File: config.mk
export PLATFORM = sky130hd
export DESIGN_NAME = trng_bitpool
export DESIGN_NICKNAME = d
export VERILOG_FILES = /design/src/rtl/trng_pkg.sv /design/src/rtl/trng_vn_extractor.sv /design/src/rtl/trng_bitpool.sv
export SDC_FILE = /design/constraint.sdc
export NUM_CORES = 1
export LEC_CHECK = 0
export BUFFER_PORTS_ARGS = -buffer_cell sky130_fd_sc_hd__clkbuf_2
export CORE_MARGIN = 2
export CORE_UTILIZATION = 40
export DETAILED_ROUTE_END_ITERATION = 8
export HOLD_SLACK_MARGIN = 0.15
export SYNTH_ARGS = -nofsm -noshare
export SYNTH_HDL_FRONTEND = slang
export SYNTH_SLANG_ARGS = --single-unit
export TNS_END_PERCENT = 10
File: constraint.sdc
create_clock -name clk -period 4.3 [get_ports clk]
set_clock_uncertainty 0.15 [all_clocks]
set_input_delay 0.215 -clock clk [delete_from_list [all_inputs] [get_ports clk]]
set_output_delay 0.215 -clock clk [all_outputs]
set_load 0.02 [all_outputs]
File: src/rtl/trng_pkg.sv
// Shared types and constants for the TRNG bit pool.
// Contents: von Neumann extractor state enum, default parameter values,
//           and a helper giving the width of a 0..n counter.
package trng_pkg;

    typedef enum logic {
        VN_EMPTY = 1'b0,
        VN_HALF  = 1'b1
    } vn_state_t;

    localparam int unsigned POOL_DEPTH_DEF  = 32;
    localparam int unsigned RCT_CUTOFF_DEF  = 16;
    localparam int unsigned READY_LEVEL_DEF = 8;

    // Bits needed to hold any value in 0..n inclusive.
    function automatic int unsigned cnt_width(input int unsigned n);
        return $clog2(n + 1);
    endfunction

endpackage

File: src/rtl/trng_vn_extractor.sv
// Von Neumann debiasing extractor: pairs raw samples, emits the first bit of
// each unequal pair, discards equal pairs. Pairs never overlap.
// Ports:
//   clk, reset      clock, async active-high reset
//   raw_bit         raw sample
//   raw_valid       raw_bit is a new sample this cycle
//   clear           restart pairing (returns to EMPTY, drops any half-pair)
//   vn_bit          debiased bit (valid with vn_valid)
//   vn_valid        combinational strobe: vn_bit is emitted this cycle
module trng_vn_extractor
    import trng_pkg::*;
(
    input  logic clk,
    input  logic reset,
    input  logic raw_bit,
    input  logic raw_valid,
    input  logic clear,
    output logic vn_bit,
    output logic vn_valid
);

    vn_state_t state;
    vn_state_t state_n;
    logic      first_bit;
    logic      first_bit_n;

    // State register
    always_ff @(posedge clk or posedge reset) begin
        if (reset) begin
            state     <= VN_EMPTY;
            first_bit <= 1'b0;
        end else begin
            state     <= state_n;
            first_bit <= first_bit_n;
        end
    end

    // Pairing next-state and emit strobe
    always_comb begin
        state_n     = state;
        first_bit_n = first_bit;
        vn_valid    = 1'b0;
        vn_bit      = first_bit;
        if (clear) begin
            state_n     = VN_EMPTY;
            first_bit_n = 1'b0;
        end else if (raw_valid) begin
            case (state)
                VN_EMPTY: begin
                    state_n     = VN_HALF;
                    first_bit_n = raw_bit;
                end
                VN_HALF: begin
                    state_n  = VN_EMPTY;
                    vn_valid = (raw_bit != first_bit);
                end
                default: state_n = VN_EMPTY;
            endcase
        end
    end

endmodule

File: src/rtl/trng_bitpool.sv
// TRNG bit pool: repetition-count health test, von Neumann debiasing and a
// FIFO pool of good bits handed out one per cycle on trng_req.
// Ports:
//   clk, reset    clock, async active-high reset
//   raw_bit       synchronised raw noise sample
//   raw_valid     raw_bit is a new sample this cycle
//   trng_req      consumer pops the head bit on this edge
//   trng_bit      head of the pool (combinational), 0 when empty
//   pool_count    number of bits held
//   pool_ready    pool_count >= READY_LEVEL
//   health_fail   sticky repetition-count failure (pool flushed, pushes off)
//   underflow     sticky pop-while-empty
//   clear_flags   clears both flags, restarts extractor and RCT
module trng_bitpool
    import trng_pkg::*;
#(
    parameter int unsigned POOL_DEPTH  = POOL_DEPTH_DEF,
    parameter int unsigned RCT_CUTOFF  = RCT_CUTOFF_DEF,
    parameter int unsigned READY_LEVEL = READY_LEVEL_DEF
) (
    input  logic                                clk,
    input  logic                                reset,
    input  logic                                raw_bit,
    input  logic                                raw_valid,
    input  logic                                trng_req,
    output logic                                trng_bit,
    output logic [cnt_width(POOL_DEPTH)-1:0]    pool_count,
    output logic                                pool_ready,
    output logic                                health_fail,
    output logic                                underflow,
    input  logic                                clear_flags
);

    localparam int unsigned CW = cnt_width(POOL_DEPTH);
    localparam int unsigned RW = cnt_width(RCT_CUTOFF);

    logic [POOL_DEPTH-1:0] pool_q;
    logic [POOL_DEPTH-1:0] pool_n;
    logic [CW-1:0]         count_n;
    logic [CW-1:0]         wr_idx;
    logic                  ready_n;
    logic                  pop;
    logic                  push;
    logic                  full;

    logic [RW-1:0]         rct_cnt;
    logic [RW-1:0]         rct_cnt_n;
    logic                  rct_last;
    logic                  rct_last_n;
    logic                  rct_have;
    logic                  rct_have_n;
    logic                  hf_set;
    logic                  uf_set;

    logic                  vn_bit;
    logic                  vn_valid;

    // Extractor is frozen while the health test has failed
    trng_vn_extractor u_vn (
        .clk      (clk),
        .reset    (reset),
        .raw_bit  (raw_bit),
        .raw_valid(raw_valid && !health_fail),
        .clear    (clear_flags),
        .vn_bit   (vn_bit),
        .vn_valid (vn_valid)
    );

    assign trng_bit = (pool_count != '0) ? pool_q[0] : 1'b0;

    // Repetition-count test; a clear restarts it and masks any flag set
    always_comb begin
        rct_cnt_n  = rct_cnt;
        rct_last_n = rct_last;
        rct_have_n = rct_have;
        hf_set     = 1'b0;
        if (clear_flags) begin
            rct_cnt_n  = '0;
            rct_last_n = 1'b0;
            rct_have_n = 1'b0;
        end else if (raw_valid) begin
            if (rct_have && (raw_bit == rct_last)) begin
                if (rct_cnt != RW'(RCT_CUTOFF)) begin
                    rct_cnt_n = rct_cnt + RW'(1);
                end
            end else begin
                rct_cnt_n  = RW'(1);
                rct_last_n = raw_bit;
                rct_have_n = 1'b1;
            end
            hf_set = (rct_cnt_n == RW'(RCT_CUTOFF));
        end
        uf_set = trng_req && (pool_count == '0) && !clear_flags;
    end

    // Pool shift register: head at bit 0, a pop shifts toward the head and a
    // simultaneous push lands one slot lower to fill the vacated tail
    always_comb begin
        pop    = trng_req && (pool_count != '0);
        full   = (pool_count == CW'(POOL_DEPTH));
        push   = vn_valid && !health_fail && (!full || pop);
        wr_idx = pop ? (pool_count - CW'(1)) : pool_count;
        pool_n = pop ? (pool_q >> 1) : pool_q;
        for (int unsigned i = 0; i < POOL_DEPTH; i++) begin
            if (push && (CW'(i) == wr_idx)) begin
                pool_n[i] = vn_bit;
            end
        end
        count_n = pool_count;
        if (push && !pop) begin
            count_n = pool_count + CW'(1);
        end else if (pop && !push) begin
            count_n = pool_count - CW'(1);
        end
        if (hf_set) begin
            pool_n  = '0;
            count_n = '0;
        end
        ready_n = (count_n >= CW'(READY_LEVEL));
    end

    // State registers
    always_ff @(posedge clk or posedge reset) begin
        if (reset) begin
            pool_q      <= '0;
            pool_count  <= '0;
            pool_ready  <= 1'b0;
            rct_cnt     <= '0;
            rct_last    <= 1'b0;
            rct_have    <= 1'b0;
            health_fail <= 1'b0;
            underflow   <= 1'b0;
        end else begin
            pool_q      <= pool_n;
            pool_count  <= count_n;
            pool_ready  <= ready_n;
            rct_cnt     <= rct_cnt_n;
            rct_last    <= rct_last_n;
            rct_have    <= rct_have_n;
            health_fail <= clear_flags ? 1'b0 : (health_fail || hf_set);
            underflow   <= clear_flags ? 1'b0 : (underflow || uf_set);
        end
    end

endmodule
==> results.sh <==
export IMPL_path_class="reg -> reg"
export IMPL_clock_latency_ns=0.32
export IMPL_syn_inst=365
export IMPL_clock_fmax_mhz=299
export IMPL_synth_async_reset_ratio_pct=100
export IMPL_grt_pass1_wl_um=13900
export IMPL_grt_pass1_vias=2747
export IMPL_holdWs_ns=0.254
export IMPL_vdd_ir_drop_max_mv=0.187
export IMPL_ys_seq_area_share_pct=37.5
export IMPL_wl_per_cell_um=16.9
export IMPL_drtPass1Iterations=5
export IMPL_grt_usage_pct=19.5
export IMPL_crit_path_start_kind="flop"
export IMPL_synth_largest_area_cell="dfrtp_1"
export IMPL_grt_setup_unrepaired="no"
export IMPL_slowest_delay_ns=0.93
export IMPL_hold_violations=0
export IMPL_core_region_area_mm2=0.00813
export IMPL_post_dp_hpwl_um=5470
export IMPL_gr_total_overflow=0
export IMPL_start_util_pct=41.0
export IMPL_layout_drive_gt1_share_pct=12.6
export IMPL_drtIter0Drc=154
export IMPL_antenna_found_initial=0
export IMPL_required_ns=4.38
export IMPL_ys_ff_latch=50
export IMPL_synth_top_cell_area_share_pct=37.5
export IMPL_hp_start="trng_req"
export IMPL_fin_ws_ns=0.952
export IMPL_layout_cells_non_filler=477
export IMPL_regToRegStartpoint="pool_count[0]"
export IMPL_crit_path_end_kind="flop"
export IMPL_fillers=767
export IMPL_tns_ns=0
export IMPL_slew_headroom_pct=23.6
export IMPL_clock_path_buffers=2
export IMPL_period_share_pct=77.9
export IMPL_ys_warn_count=0
export IMPL_numCtsBuffers=5
export IMPL_syn_mean_instance_area_um2=9.14
export IMPL_cts_sinks=50
export IMPL_final_util_pct=44.5
export IMPL_synth_nets=376
export IMPL_cts_tree="built"
export IMPL_ys_types=67
export IMPL_post_route_drc_count=0
export IMPL_fin_crit_ns=3.35
export IMPL_crit_fanout=12
export IMPL_drtAntennaViolNets=0
export IMPL_vias=2858
export IMPL_placed_area_mm2=0.00346
export IMPL_viasPerCell=5.99
export IMPL_dieWidth_um=95.3
export IMPL_die_h_um=95.3
export IMPL_ios=16
export IMPL_fin_nets=382
export IMPL_dp_slack_ns=0.960
export IMPL_hp_class="in -> reg"
export IMPL_grt_max_degree=51
export IMPL_io_buffer_count=15
export IMPL_status="completed"
export IMPL_synth_edf_count=0
export IMPL_diodes=0
export IMPL_area_delta_synth_final_pct=8.44
export IMPL_setup_violations=0
export IMPL_worst_pin_slew_ns=1.14
export IMPL_p_per_area_mw_per_mm2=464
export IMPL_leakagePower_nw=1.54
export IMPL_final_area_mm2=0.00362
export IMPL_cp_cell_sequence="inv_1 -> ha_1 -> nand2b_1 -> o211ai_1 -> a2bb2oi_1 -> nor2_1 -> a221o_1 -> o21ai_1"
export IMPL_cp_arrival_ns=3.43
export IMPL_rows=33
export IMPL_dp_cells=462
export IMPL_startpoint="pool_count[0]"
export IMPL_totalPowerFinal_mw=1.68
export IMPL_cts_reportedPaths_clkPinSlew_ns=0.10
export IMPL_cap_violations=0
export IMPL_wirelength_um=8080
export IMPL_synthFlopType="dfrtp_1"
export IMPL_dieArea_mm2=0.00909
export IMPL_h_tree_depth=2
export IMPL_cp_slowest_cell="a2bb2oi_1"
export IMPL_synth_cell_area_mm2=0.00334
export IMPL_post_synth_main_area_contributors="dfrtp_1, mux2i_1, o311a_1, nand2_1, o21ai_1"
export IMPL_maxSlewViolCount=0
export IMPL_root_buffer="clkbuf_8"
export IMPL_gp_congestion=0.963
## worst paths after layout
path / to / cells past startpoint / slack [ns]
setup / recovery: pool_q[9] / 8 / 0.95
hold / removal: underflow / 3 / 0.25
setup reg to reg: pool_q[9] / 8 / 0.95
hold reg to reg: underflow / 2 / 0.35
max in group asynchronous: pool_q[13] / 3 / 2.78
min in group asynchronous: rct_last / 3 / 0.55
## worst max-delay path, delay by kind of cell, from the launching register on
kind                       cells  cell delay, ns
DFF                            1            0.52
and+or+nand+nor                2            0.43
adders and majority gates      1            0.25
AOI/OAI and AO/OA              4            1.70
buffers and inverters          1            0.21
## state kept, by name (all words and copies together), names as in the netlist
register	cells
underflow	1
u_vn.state	1
health_fail	1
pool_ready	1
rct_have	1
u_vn.vn_bit	1
pool_q	32
rct_last	1
pool_count	6
rct_cnt	5
## cell usage after synthesis (3+ instances only)
cell type,instances
o311a_1,18
o21ai_0,7
and2_1,4
nand3_1,13
buf_2,11
xnor2_1,5
nand2b_1,4
a221o_1,6
nor2_1,28
or3_1,4
nand2_1,35
nor3b_1,4
xor2_1,3
mux2i_1,31
ha_1,5
nand3b_1,3
dfrtp_1,50
a21oi_1,14
o21ai_1,22
inv_1,10
clkbuf_1,12
a211oi_1,3
nor2b_1,4
nor3_1,10
nor4_1,3
o31ai_1,8
## routing by layer
metal	wire length (µm)	GRT usage (%)	vias to the layer above
li1	-	-	1358
met1	3760	26.6	1393
met2	3810	32.2	96
met3	387	3.00	11
met4	117	5.19	0
met5	0	0	-
## kinds of logic (layout without fill, tap and decap cells)
| group | Yosys count | count (layout) | synth area share (%) |
|---|---|---|---|
| and+or+nand+nor | 131 | 131 | 21.4 |
| muxes | 32 | 32 | 9.64 |
| xor gates and xnor gates | 8 | 8 | 2.10 |
| buffers and inverters | 38 | 45 | 5.14 |
| adders and majority gates | 5 | 5 | 1.88 |
| DFF | 50 | 50 | 37.5 |
| AOI/OAI and AO/OA | 101 | 101 | 22.4 |
## where the power goes
group	leakage, nW	internal (mW)	switching, mW
Sequential	0.681	0.519	0.103
Combinational	0.811	0.265	0.505
Clock	0.0441	0.115	0.174
Total	1.54	0.898	0.781
## area by class of cell
cell class | instances | area, µm² | area share (%)
multi-input combinational | 277 | 1920 | 53.2
sequential | 50 | 1250 | 34.6
tap | 105 | 131 | 3.63
clock inverter | 3 | 21.3 | 0.588
timing repair buffer | 27 | 183 | 5.05
clock buffer | 5 | 68.8 | 1.90
inverter | 10 | 37.5 | 1.04
## timing repair
action | 4_1_cts | 5_1_grt
setup endpoints to repair | 0 | 0
hold buffers | 7 | 0
buffers inserted | 0 | 0
gates resized for setup | 0 | 0
hold endpoints to repair | 61 | 0
## layout by cell type (no fill, tap or decap), types with 7 or more instances in the layout
cell type      synthesis  final
mux2i_1               31     31
nand3_1               13     13
nand2_1               35     35
dfrtp_1               50     50
a21oi_1               14     14
clkbuf_2               0     15
o31ai_1                8      8
o21ai_1               22     21
inv_1                 10      9
dlygate4sd3_1          0      7
nor2_1                28     28
o311a_1               18     18
nor3_1                10     10
o21ai_0                7      7
Note: power is estimated with default switching activity, not from simulation.
